[config.mk]
export PLATFORM = sky130hd
export DESIGN_NAME = wb_rr_arbiter_flat
export DESIGN_NICKNAME = d
export VERILOG_FILES = /design/src/rtl/wb_rr_arbiter_if.sv /design/src/rtl/wb_rr_arbiter.sv /design/src/flat_wrapper.sv
export SDC_FILE = /design/constraint.sdc
export NUM_CORES = 1
export LEC_CHECK = 0
export ABC_AREA = 1
export CAP_MARGIN = 0
export CORE_MARGIN = 8
export CORE_UTILIZATION = 28
export CTS_CLUSTER_SIZE = 40
export DETAILED_ROUTE_END_ITERATION = 8
export PLACE_DENSITY = 0.85
export SKIP_LAST_GASP = 1
export SYNTH_ARGS = -nofsm -noshare
export SYNTH_HDL_FRONTEND = slang
export SYNTH_SLANG_ARGS = --single-unit
[constraint.sdc]
create_clock -name clk -period 1.9 [get_ports clk]
set_clock_uncertainty 0.2 [all_clocks]
set_input_delay 0.285 -clock clk [delete_from_list [all_inputs] [get_ports clk]]
set_output_delay 0.285 -clock clk [all_outputs]
set_load 0.1 [all_outputs]
[src/rtl/wb_rr_arbiter_if.sv]
// wb_rr_if: Wishbone signals between N masters, the round-robin arbiter and one shared slave.
// The arbiter connects through the slave modport and the masters' side through the master modport.
interface wb_rr_if #(
    parameter int N_MASTERS = 2,
    parameter int ADR_WID   = 32,
    parameter int DAT_WID   = 32
);
    logic [N_MASTERS-1:0]           m_cyc, m_we, m_ack, m_err, grant;
    logic [N_MASTERS*ADR_WID-1:0]   m_adr;
    logic [N_MASTERS*DAT_WID-1:0]   m_dat_w;
    logic [N_MASTERS*DAT_WID/8-1:0] m_sel;
    logic [DAT_WID-1:0]             m_dat_r, s_dat_w, s_dat_r;
    logic [ADR_WID-1:0]             s_adr;
    logic [DAT_WID/8-1:0]           s_sel;
    logic                           s_cyc, s_stb, s_we, s_ack;
    modport slave (
        input  m_cyc, m_we, m_adr, m_dat_w, m_sel, s_dat_r, s_ack,
        output m_ack, m_err, m_dat_r, s_cyc, s_stb, s_we, s_adr, s_dat_w, s_sel, grant
    );
    modport master (
        output m_cyc, m_we, m_adr, m_dat_w, m_sel, s_dat_r, s_ack,
        input  m_ack, m_err, m_dat_r, s_cyc, s_stb, s_we, s_adr, s_dat_w, s_sel, grant
    );
endinterface

[src/rtl/wb_rr_arbiter.sv]
// wb_rr_arbiter: round-robin Wishbone arbiter sharing one slave between N masters,
// holding grant for a whole CYC and ending hung transfers with ERR via a watchdog.
module wb_rr_arbiter #(
    parameter int N_MASTERS      = 2,
    parameter int ADR_WID        = 32,
    parameter int DAT_WID        = 32,
    parameter int TIMEOUT_CYCLES = 255,
    parameter int TIMEOUT_WID    = 16
) (
    input logic    clk,
    input logic    rst,
    wb_rr_if.slave bus_io
);
    localparam int IW = $clog2(N_MASTERS);
    localparam int SW = DAT_WID / 8;
    typedef enum logic [1:0] {IDLE, GRANTED, ABORT} state_t;
    state_t                 state_q;
    logic [N_MASTERS-1:0]   grant_q;
    logic [IW-1:0]          idx_q, last_q, win, cand;
    logic [TIMEOUT_WID-1:0] wd_q, wd_d;
    logic                   own_cyc, expire;
    // Scan downwards so the nearest requester after last_q is the one left in win.
    always_comb begin
        win  = last_q;
        cand = '0;
        for (int k = N_MASTERS; k >= 1; k--) begin
            cand = IW'((int'(last_q) + k) % N_MASTERS);
            win  = bus_io.m_cyc[cand] ? cand : win;
        end
    end
    assign own_cyc = (state_q == GRANTED) && bus_io.m_cyc[idx_q];
    assign expire  = (TIMEOUT_CYCLES != 0) && own_cyc && !bus_io.s_ack
                     && (wd_q == TIMEOUT_WID'(TIMEOUT_CYCLES));
    assign wd_d    = ((TIMEOUT_CYCLES != 0) && own_cyc && !bus_io.s_ack && !expire)
                     ? ((&wd_q) ? wd_q : wd_q + TIMEOUT_WID'(1)) : '0;
    assign bus_io.s_cyc   = own_cyc && !expire;
    assign bus_io.s_stb   = bus_io.s_cyc;
    assign bus_io.s_we    = bus_io.m_we[idx_q];
    assign bus_io.s_adr   = bus_io.m_adr[idx_q*ADR_WID +: ADR_WID];
    assign bus_io.s_dat_w = bus_io.m_dat_w[idx_q*DAT_WID +: DAT_WID];
    assign bus_io.s_sel   = bus_io.m_sel[idx_q*SW +: SW];
    // An ACK only reaches the owner while its slave cycle is live; stray ACKs vanish.
    assign bus_io.m_ack   = (bus_io.s_cyc && bus_io.s_ack) ? grant_q : '0;
    assign bus_io.m_err   = expire ? grant_q : '0;
    assign bus_io.m_dat_r = bus_io.s_dat_r;
    assign bus_io.grant   = grant_q;
    always_ff @(posedge clk or posedge rst) begin
        if (rst) begin
            state_q <= IDLE;
            grant_q <= '0;
            idx_q   <= '0;
            last_q  <= IW'(N_MASTERS - 1);
            wd_q    <= '0;
        end else begin
            wd_q <= wd_d;
            if (state_q == IDLE) begin
                if (|bus_io.m_cyc) begin
                    state_q <= GRANTED;
                    idx_q   <= win;
                    grant_q <= N_MASTERS'(1) << win;
                end
            end else if (!bus_io.m_cyc[idx_q]) begin
                state_q <= IDLE;
                grant_q <= '0;
                last_q  <= idx_q;
            end else if (expire) begin
                state_q <= ABORT;
            end
        end
    end
endmodule

[src/flat_wrapper.sv]
// flat-port wrapper written by rule: the top's interface ports become plain ports
module wb_rr_arbiter_flat 
#(
    parameter int N_MASTERS      = 2,
    parameter int ADR_WID        = 32,
    parameter int DAT_WID        = 32,
    parameter int TIMEOUT_CYCLES = 255,
    parameter int TIMEOUT_WID    = 16
)
  (clk, rst, bus_io_m_cyc, bus_io_m_we, bus_io_m_adr, bus_io_m_dat_w, bus_io_m_sel, bus_io_s_dat_r, bus_io_s_ack, bus_io_m_ack, bus_io_m_err, bus_io_m_dat_r, bus_io_s_cyc, bus_io_s_stb, bus_io_s_we, bus_io_s_adr, bus_io_s_dat_w, bus_io_s_sel, bus_io_grant);
  wb_rr_if #(.N_MASTERS(N_MASTERS), .ADR_WID(ADR_WID), .DAT_WID(DAT_WID)) bus_io_i ();
  input logic clk;
  input logic rst;
  input wire logic [$bits(bus_io_i.m_cyc)-1:0] bus_io_m_cyc;
  input wire logic [$bits(bus_io_i.m_we)-1:0] bus_io_m_we;
  input wire logic [$bits(bus_io_i.m_adr)-1:0] bus_io_m_adr;
  input wire logic [$bits(bus_io_i.m_dat_w)-1:0] bus_io_m_dat_w;
  input wire logic [$bits(bus_io_i.m_sel)-1:0] bus_io_m_sel;
  input wire logic [$bits(bus_io_i.s_dat_r)-1:0] bus_io_s_dat_r;
  input wire logic [$bits(bus_io_i.s_ack)-1:0] bus_io_s_ack;
  output wire logic [$bits(bus_io_i.m_ack)-1:0] bus_io_m_ack;
  output wire logic [$bits(bus_io_i.m_err)-1:0] bus_io_m_err;
  output wire logic [$bits(bus_io_i.m_dat_r)-1:0] bus_io_m_dat_r;
  output wire logic [$bits(bus_io_i.s_cyc)-1:0] bus_io_s_cyc;
  output wire logic [$bits(bus_io_i.s_stb)-1:0] bus_io_s_stb;
  output wire logic [$bits(bus_io_i.s_we)-1:0] bus_io_s_we;
  output wire logic [$bits(bus_io_i.s_adr)-1:0] bus_io_s_adr;
  output wire logic [$bits(bus_io_i.s_dat_w)-1:0] bus_io_s_dat_w;
  output wire logic [$bits(bus_io_i.s_sel)-1:0] bus_io_s_sel;
  output wire logic [$bits(bus_io_i.grant)-1:0] bus_io_grant;
  assign bus_io_i.m_cyc = bus_io_m_cyc;
  assign bus_io_i.m_we = bus_io_m_we;
  assign bus_io_i.m_adr = bus_io_m_adr;
  assign bus_io_i.m_dat_w = bus_io_m_dat_w;
  assign bus_io_i.m_sel = bus_io_m_sel;
  assign bus_io_i.s_dat_r = bus_io_s_dat_r;
  assign bus_io_i.s_ack = bus_io_s_ack;
  assign bus_io_m_ack = bus_io_i.m_ack;
  assign bus_io_m_err = bus_io_i.m_err;
  assign bus_io_m_dat_r = bus_io_i.m_dat_r;
  assign bus_io_s_cyc = bus_io_i.s_cyc;
  assign bus_io_s_stb = bus_io_i.s_stb;
  assign bus_io_s_we = bus_io_i.s_we;
  assign bus_io_s_adr = bus_io_i.s_adr;
  assign bus_io_s_dat_w = bus_io_i.s_dat_w;
  assign bus_io_s_sel = bus_io_i.s_sel;
  assign bus_io_grant = bus_io_i.grant;
  wb_rr_arbiter #(.N_MASTERS(N_MASTERS), .ADR_WID(ADR_WID), .DAT_WID(DAT_WID), .TIMEOUT_CYCLES(TIMEOUT_CYCLES), .TIMEOUT_WID(TIMEOUT_WID)) u_core (.clk(clk), .rst(rst), .bus_io(bus_io_i));
endmodule
**Yosys cells after proc, flatten, opt, wreduce, memory -nomap -nowiden**

Cells that the tools add are included.
Widths: inputs -> output; s select.

- Multiplexer cells: 21
- $add $sub $neg: 3
- Equal/unequal tests: 6
- Bitwise operators: 2
- Reduce and logical (&&, ||, !) cells: 15
- Shift operators: 4
- $lt $le $gt $ge: 3

Operators by type and width:

| cell | number |
|---|---|
| $shiftx 64x7->32 | 2 |
| $mux 16 | 2 |
| $mux 2 | 9 |
| $add 16x1->16 const B | 1 |
| $eq 16x8->1 const B | 1 |
| $reduce_and 16->1 | 1 |
| $mux 1 | 10 |
| $reduce_and 2->1 | 4 |
| $shiftx 8x4->4 | 1 |
| $logic_and 1x1->1 | 6 |
| $lt 1x2->1 const B | 3 |
| $ne 2x2->1 const B | 3 |
| $ne 3x2->1 const B | 1 |
| $add 1x1->1 const B | 2 |
| $eq 2x1->1 const B | 1 |
| $logic_not 1->1 | 2 |
| $logic_not 2->1 | 1 |
| $not 1->1 | 2 |
| $reduce_or 2->1 | 1 |
| $shl 1x1->2 const A | 1 |

- Word-level logic and storage cells: 59
- Bits in registers: 22
- Output and inout port bits: 109
- Input bits: 175

**Logic depth before layout (Yosys ltp)**

- Depth in word-level cells: 9
- Mapped depth: 9
- Gate-level depth less buffers: 9

**Worst setup path before layout**

No wires, ideal clock.

- Kind: register to output
- From: register u_core.wd_q[0]
- To: output bus_io_s_stb
- Path slack: -2298 ps
- Buffers on the path: 1
- Cell stages (with the launch flop): 10
- Required time: 1415 ps
- Arrival: 3713 ps
- Path through: dfrtp_1 ha_1 nand2_1 nor2_2 nand2_2 inv_2 nand2_4 nor2_4 nor3_1 buf_4

- Longest elaborated chain between the ends: 4

Ends and longest elaborated chain:

| what | line | RTL |
|---|---|---|
| start, declared | wb_rr_arbiter.sv:20 | `logic [TIMEOUT_WID-1:0] wd_q, wd_d;` |
| start signal, assigned | wb_rr_arbiter.sv:55 | `wd_q <= wd_d;` |
| $eq 16x8->1 | wb_rr_arbiter.sv:33 | `&& (wd_q == TIMEOUT_WID'(TIMEOUT_CYCLES));` |
| $logic_and 1x1->1 | wb_rr_arbiter.sv:33 |  |
| $logic_not 1->1 | wb_rr_arbiter.sv:36 | `assign bus_io.s_cyc = own_cyc && !expire;` |
| $logic_and 1x1->1 | wb_rr_arbiter.sv:36 |  |
| end, declared | flat_wrapper.sv:25 | `output wire logic [$bits(bus_io_i.s_stb)-1:0] bus_io_s_stb;` |

No other way between the ends.

**Final worst setup path**

- From: register u_core.wd_q[6]
- To: output bus_io_m_err[1]

- Longest elaborated chain between the ends: 3

Ends and longest elaborated chain:

| what | line | RTL |
|---|---|---|
| $eq 16x8->1 | wb_rr_arbiter.sv:33 |  |
| $logic_and 1x1->1 | wb_rr_arbiter.sv:33 |  |
| $mux 2 | wb_rr_arbiter.sv:44 | `assign bus_io.m_err = expire ? grant_q : '0;` |
| end, declared | flat_wrapper.sv:22 | `output wire logic [$bits(bus_io_i.m_err)-1:0] bus_io_m_err;` |

No other way between the ends.

==> results.txt <==
----------------------------------------------------
[Outcome]
  Status ... complete, but fails checks
  Violations in the final reports ... negative setup slack

[Cells and area]
  Layout Nets ... 871
  Post-route design area ... 7960 um2
  Final Non-Filler Cells ... 803
  Most used cells in the layout excluding fill and tap cells ... sky130_fd_sc_hd__nand2_4, sky130_fd_sc_hd__clkdlybuf4s50_1, sky130_fd_sc_hd__buf_12
  Share of final-layout standard cells stronger than drive strength 1 ... 0.563
  Syn-to-layout area delta ... 225%
  Most common cell after layout, fill and taps aside ... sky130_fd_sc_hd__nand2_4

[Synthesis]
  Post-Synthesis Cell Area ... 2450 um2
  Post-synthesis net count ... 611
  Sequential element share of the synthesized area ... 0.225
  Post-synth cell types ... 29
  Number of warnings reported in the yosys synthesis log ... 0
  Number of flip-flops and latches in the synthesized netlist ... 22
  Count of mapped cells out of synthesis ... 435
  Average cell area after synthesis ... 5.63 um2

[Pwr]
  Clock share of power ... 0.025
  Share of total power in sequential cells ... 0.040
  Peak VDD IR ... 0.00191 V
  Internal Pwr Total ... 6.25 mW
  Share of total power consumed by net switching ... 0.599
  Leakage power summed over all cells ... 3.75 nW
  Power density over the cells ... 1950 nW/um2
  Part of the total power dissipated in combinational logic ... 0.935
  Net switching power ... 9.32 mW

[Drt]
  Sum of routed wire length over all layers ... 27.4 mm
  Iteration-0 DRC count of the detailed router ... 571
  Average wire per cell in the routed design ... 34.2 um
  Drt drc ... 0
  Ratio of routed vias to standard cells ... 6.02
  Vias after detailed routing ... 4832
  ANT nets after route ... 0
  Length of the first detailed-routing pass in iterations ... 9

[Timing]
  Final hold slack ... 0.133 ns
  Total of endpoints with negative setup slack in the final report ... 92
  Smallest setup slack after layout ... -0.603 ns
  Relative slew slack ... 0.705
  Final worst path period share ... 1.32
  F_max ... 400 MHz
  Number of hold-slack violations in the final timing report ... 0
  Crit path time final ... 2.50 ns
  Setup repair after global routing missed its margin ... yes
  Max-slew violations ... 0
  Least-Margin Pin Slew ... 0.443 ns

[Worst hold path]
  Class of the most critical hold timing path ... in2async

[Worst setup path]
  Worst Path Required ... 1.41 ns
  Endpoint kind of the worst setup timing path ... output port
  Startpoint kind of the worst setup timing path ... flop
  Worst Path Class, Setup ... reg2out
  Arrival time of data at the critical path endpoint ... 2.02 ns
  Largest fanout on the critical path ... 3

[Clock tree]
  Cell at the root of the clock tree ... sky130_fd_sc_hd__clkbuf_8
  Hold buffer count at cts ... 0
  Insertion delay of the later-clocked pin in the worst-skew pair ... 0.29 ns
  Clock buffer count from CTS ... 3
  Clock buffer depth ... 2
  CTS tree ... done
  CTS HTree Levels ... 1
  Sinks on Clock Net ... 22
  Clk slew on worst S/H paths ... 0.10 ns

[Placed design]
  Post-DP HPWL ... 11.7 mm
  Pre-CTS worst setup slack ... -0.300 ns
  Port Buf Inserts ... 219
  Total placed instance area ... 5700 um2
  GPL Wtd Cong ... 0.919
  Placed Cells ... 744

[Global route]
  Vias in the first global route ... 5027
  Total gr overflow ... 0
  Number of antenna violations at the first check in global routing ... 1
  Wire length of the first global-routing pass ... 32.2 mm
  Total GRT Usage ... 0.369
  Pin count of the biggest net entering global routing ... 23

[Die]
  Starting density of the core ... 0.285
  Row count ... 34
  Die Footprint ... 12000 um2
  Number of ports placed on the die boundary ... 284
  Die X-Extent ... 110 um
  Floorplan Core Area ... 8590 um2
  Die span in y ... 110 um

[Flow run]
  Number of max-capacitance violations reported ... 0

----------------------------------------------------
-- synth_stat cells --
master,instances,area (um2)
sky130_fd_sc_hd__buf_6,2,22.5
sky130_fd_sc_hd__nor2_2,3,18.8
sky130_fd_sc_hd__o21bai_1,2,15.0
sky130_fd_sc_hd__nand2_2,3,18.8
sky130_fd_sc_hd__nor3_1,1,5.00
sky130_fd_sc_hd__inv_2,2,7.51
sky130_fd_sc_hd__clkbuf_1,14,52.6
sky130_fd_sc_hd__nor2_4,1,11.3
sky130_fd_sc_hd__nand2_4,2,22.5
sky130_fd_sc_hd__nand3b_4,1,20.0
sky130_fd_sc_hd__a211oi_1,1,7.51
sky130_fd_sc_hd__o21ai_0,6,30.0
sky130_fd_sc_hd__inv_1,16,60.1
sky130_fd_sc_hd__nand3_4,1,17.5
sky130_fd_sc_hd__o21ai_2,8,70.1
sky130_fd_sc_hd__nand2_1,252,946
sky130_fd_sc_hd__inv_4,1,6.26
sky130_fd_sc_hd__xor2_1,4,35.0
sky130_fd_sc_hd__nand3b_1,1,7.51
sky130_fd_sc_hd__buf_4,33,248
sky130_fd_sc_hd__a21oi_2,2,17.5
sky130_fd_sc_hd__xnor2_1,3,26.3
sky130_fd_sc_hd__nand3_1,8,40.0
sky130_fd_sc_hd__ha_1,1,12.5
sky130_fd_sc_hd__a21oi_1,2,10.0
sky130_fd_sc_hd__dfstp_2,1,26.3
sky130_fd_sc_hd__dfrtp_1,21,526
sky130_fd_sc_hd__nor2_1,39,146
sky130_fd_sc_hd__nand4_1,4,25.0
-- final timing paths --
check | startpoint | endpoint | slack (ns) | depth (start not counted)
max | u_core.wd_q[6]$_DFFE_PP0P_ | bus_io_m_err[1] | -0.60 | 9
min | rst | u_core.wd_q[14]$_DFFE_PP0P_ | 0.13 | 3
max reg2reg | u_core.wd_q[1]$_DFFE_PP0P_ | u_core.wd_q[10]$_DFFE_PP0P_ | -0.34 | 12
min reg2reg | u_core.last_q$_DFFE_PP1P_ | u_core.last_q$_DFFE_PP1P_ | 0.38 | 2
max in group asynchronous | rst | u_core.last_q$_DFFE_PP1P_ | 1.08 | 3
min in group clk | bus_io_s_dat_r[22] | bus_io_m_dat_r[22] | 0.37 | 0
-- stage by stage --
stage / utilization / TNS [ns] / power, mW
finish: 0.927 / -25.04 / 15.6
global route: 0.926 / -27.03 / 15.8
CTS: 0.889 / -17.11 / 14.7
detailed placement: 0.664 / -2.57 / 10.6
global placement: 0.664 / -1.53 / 10.5
floorplan: - / -1.80 / 7.11
-- registers in the layout, summed over array words and instances (netlist names) --
| register | flops |
|---|---|
| u_core.idx_q | 1 |
| u_core.wd_q | 16 |
| u_core.last_q | 1 |
| u_core.bus_io.grant | 2 |
| u_core.state_q | 2 |
-- layout make-up --
cell class	count	area (um2)
sequential	22	556
timing repair buffer	303	4200
tap	108	135
fill	243	631
inverter	19	78.8
clock buffer	4	55.1
multi-input combinational	346	2940
antenna	1	2.50
-- cells by family after synthesis --
kind of cell / after synthesis / synth area share
buffers and inverters: 68 / 0.162
AO/OA/AOI/OAI: 21 / 0.0613
flip-flops: 22 / 0.225
adder cells (fa/ha/maj): 1 / 0.00510
AND/OR/NAND/NOR: 316 / 0.522
XOR/XNOR: 7 / 0.0250
-- critical path: stages (launching register included) --
cell and delay, ns:
sky130_fd_sc_hd__dfrtp_1 0.44, sky130_fd_sc_hd__nand2_1 0.17, sky130_fd_sc_hd__nor2_2 0.22, sky130_fd_sc_hd__nand2_2 0.10
sky130_fd_sc_hd__inv_2 0.10, sky130_fd_sc_hd__nand2_4 0.07, sky130_fd_sc_hd__nor2_4 0.20, sky130_fd_sc_hd__inv_4 0.08
sky130_fd_sc_hd__nor2_4 0.14, sky130_fd_sc_hd__buf_12 0.18
-- power groups by stage --
stage	Combinational, mW	Sequential (mW)	Clock [mW]
2_1_floorplan	6.39	0.714	0
3_3_place_gp	9.86	0.609	0
3_5_place_dp	9.96	0.616	0
4_1_cts	13.7	0.592	0.345
5_1_grt	14.8	0.614	0.401
6_report	14.6	0.617	0.387
-- per-layer routing --
metal	vias up	global-route usage	share of wire
li1	1819	-	-
met1	2220	0.363	0.29
met2	545	0.627	0.47
met3	246	0.155	0.14
met4	2	0.244	0.10
met5	-	0	0.00051
-- repair_timing --
item / 4_1_cts / 5_1_grt
setup endpoints to repair: 75 / 92
pin swaps: 57 / 71
cloned: 25 / 1
buffers inserted: 27 / 16
resized for setup: 256 / 111
Note: power is estimated with default switching activity, not from simulation.
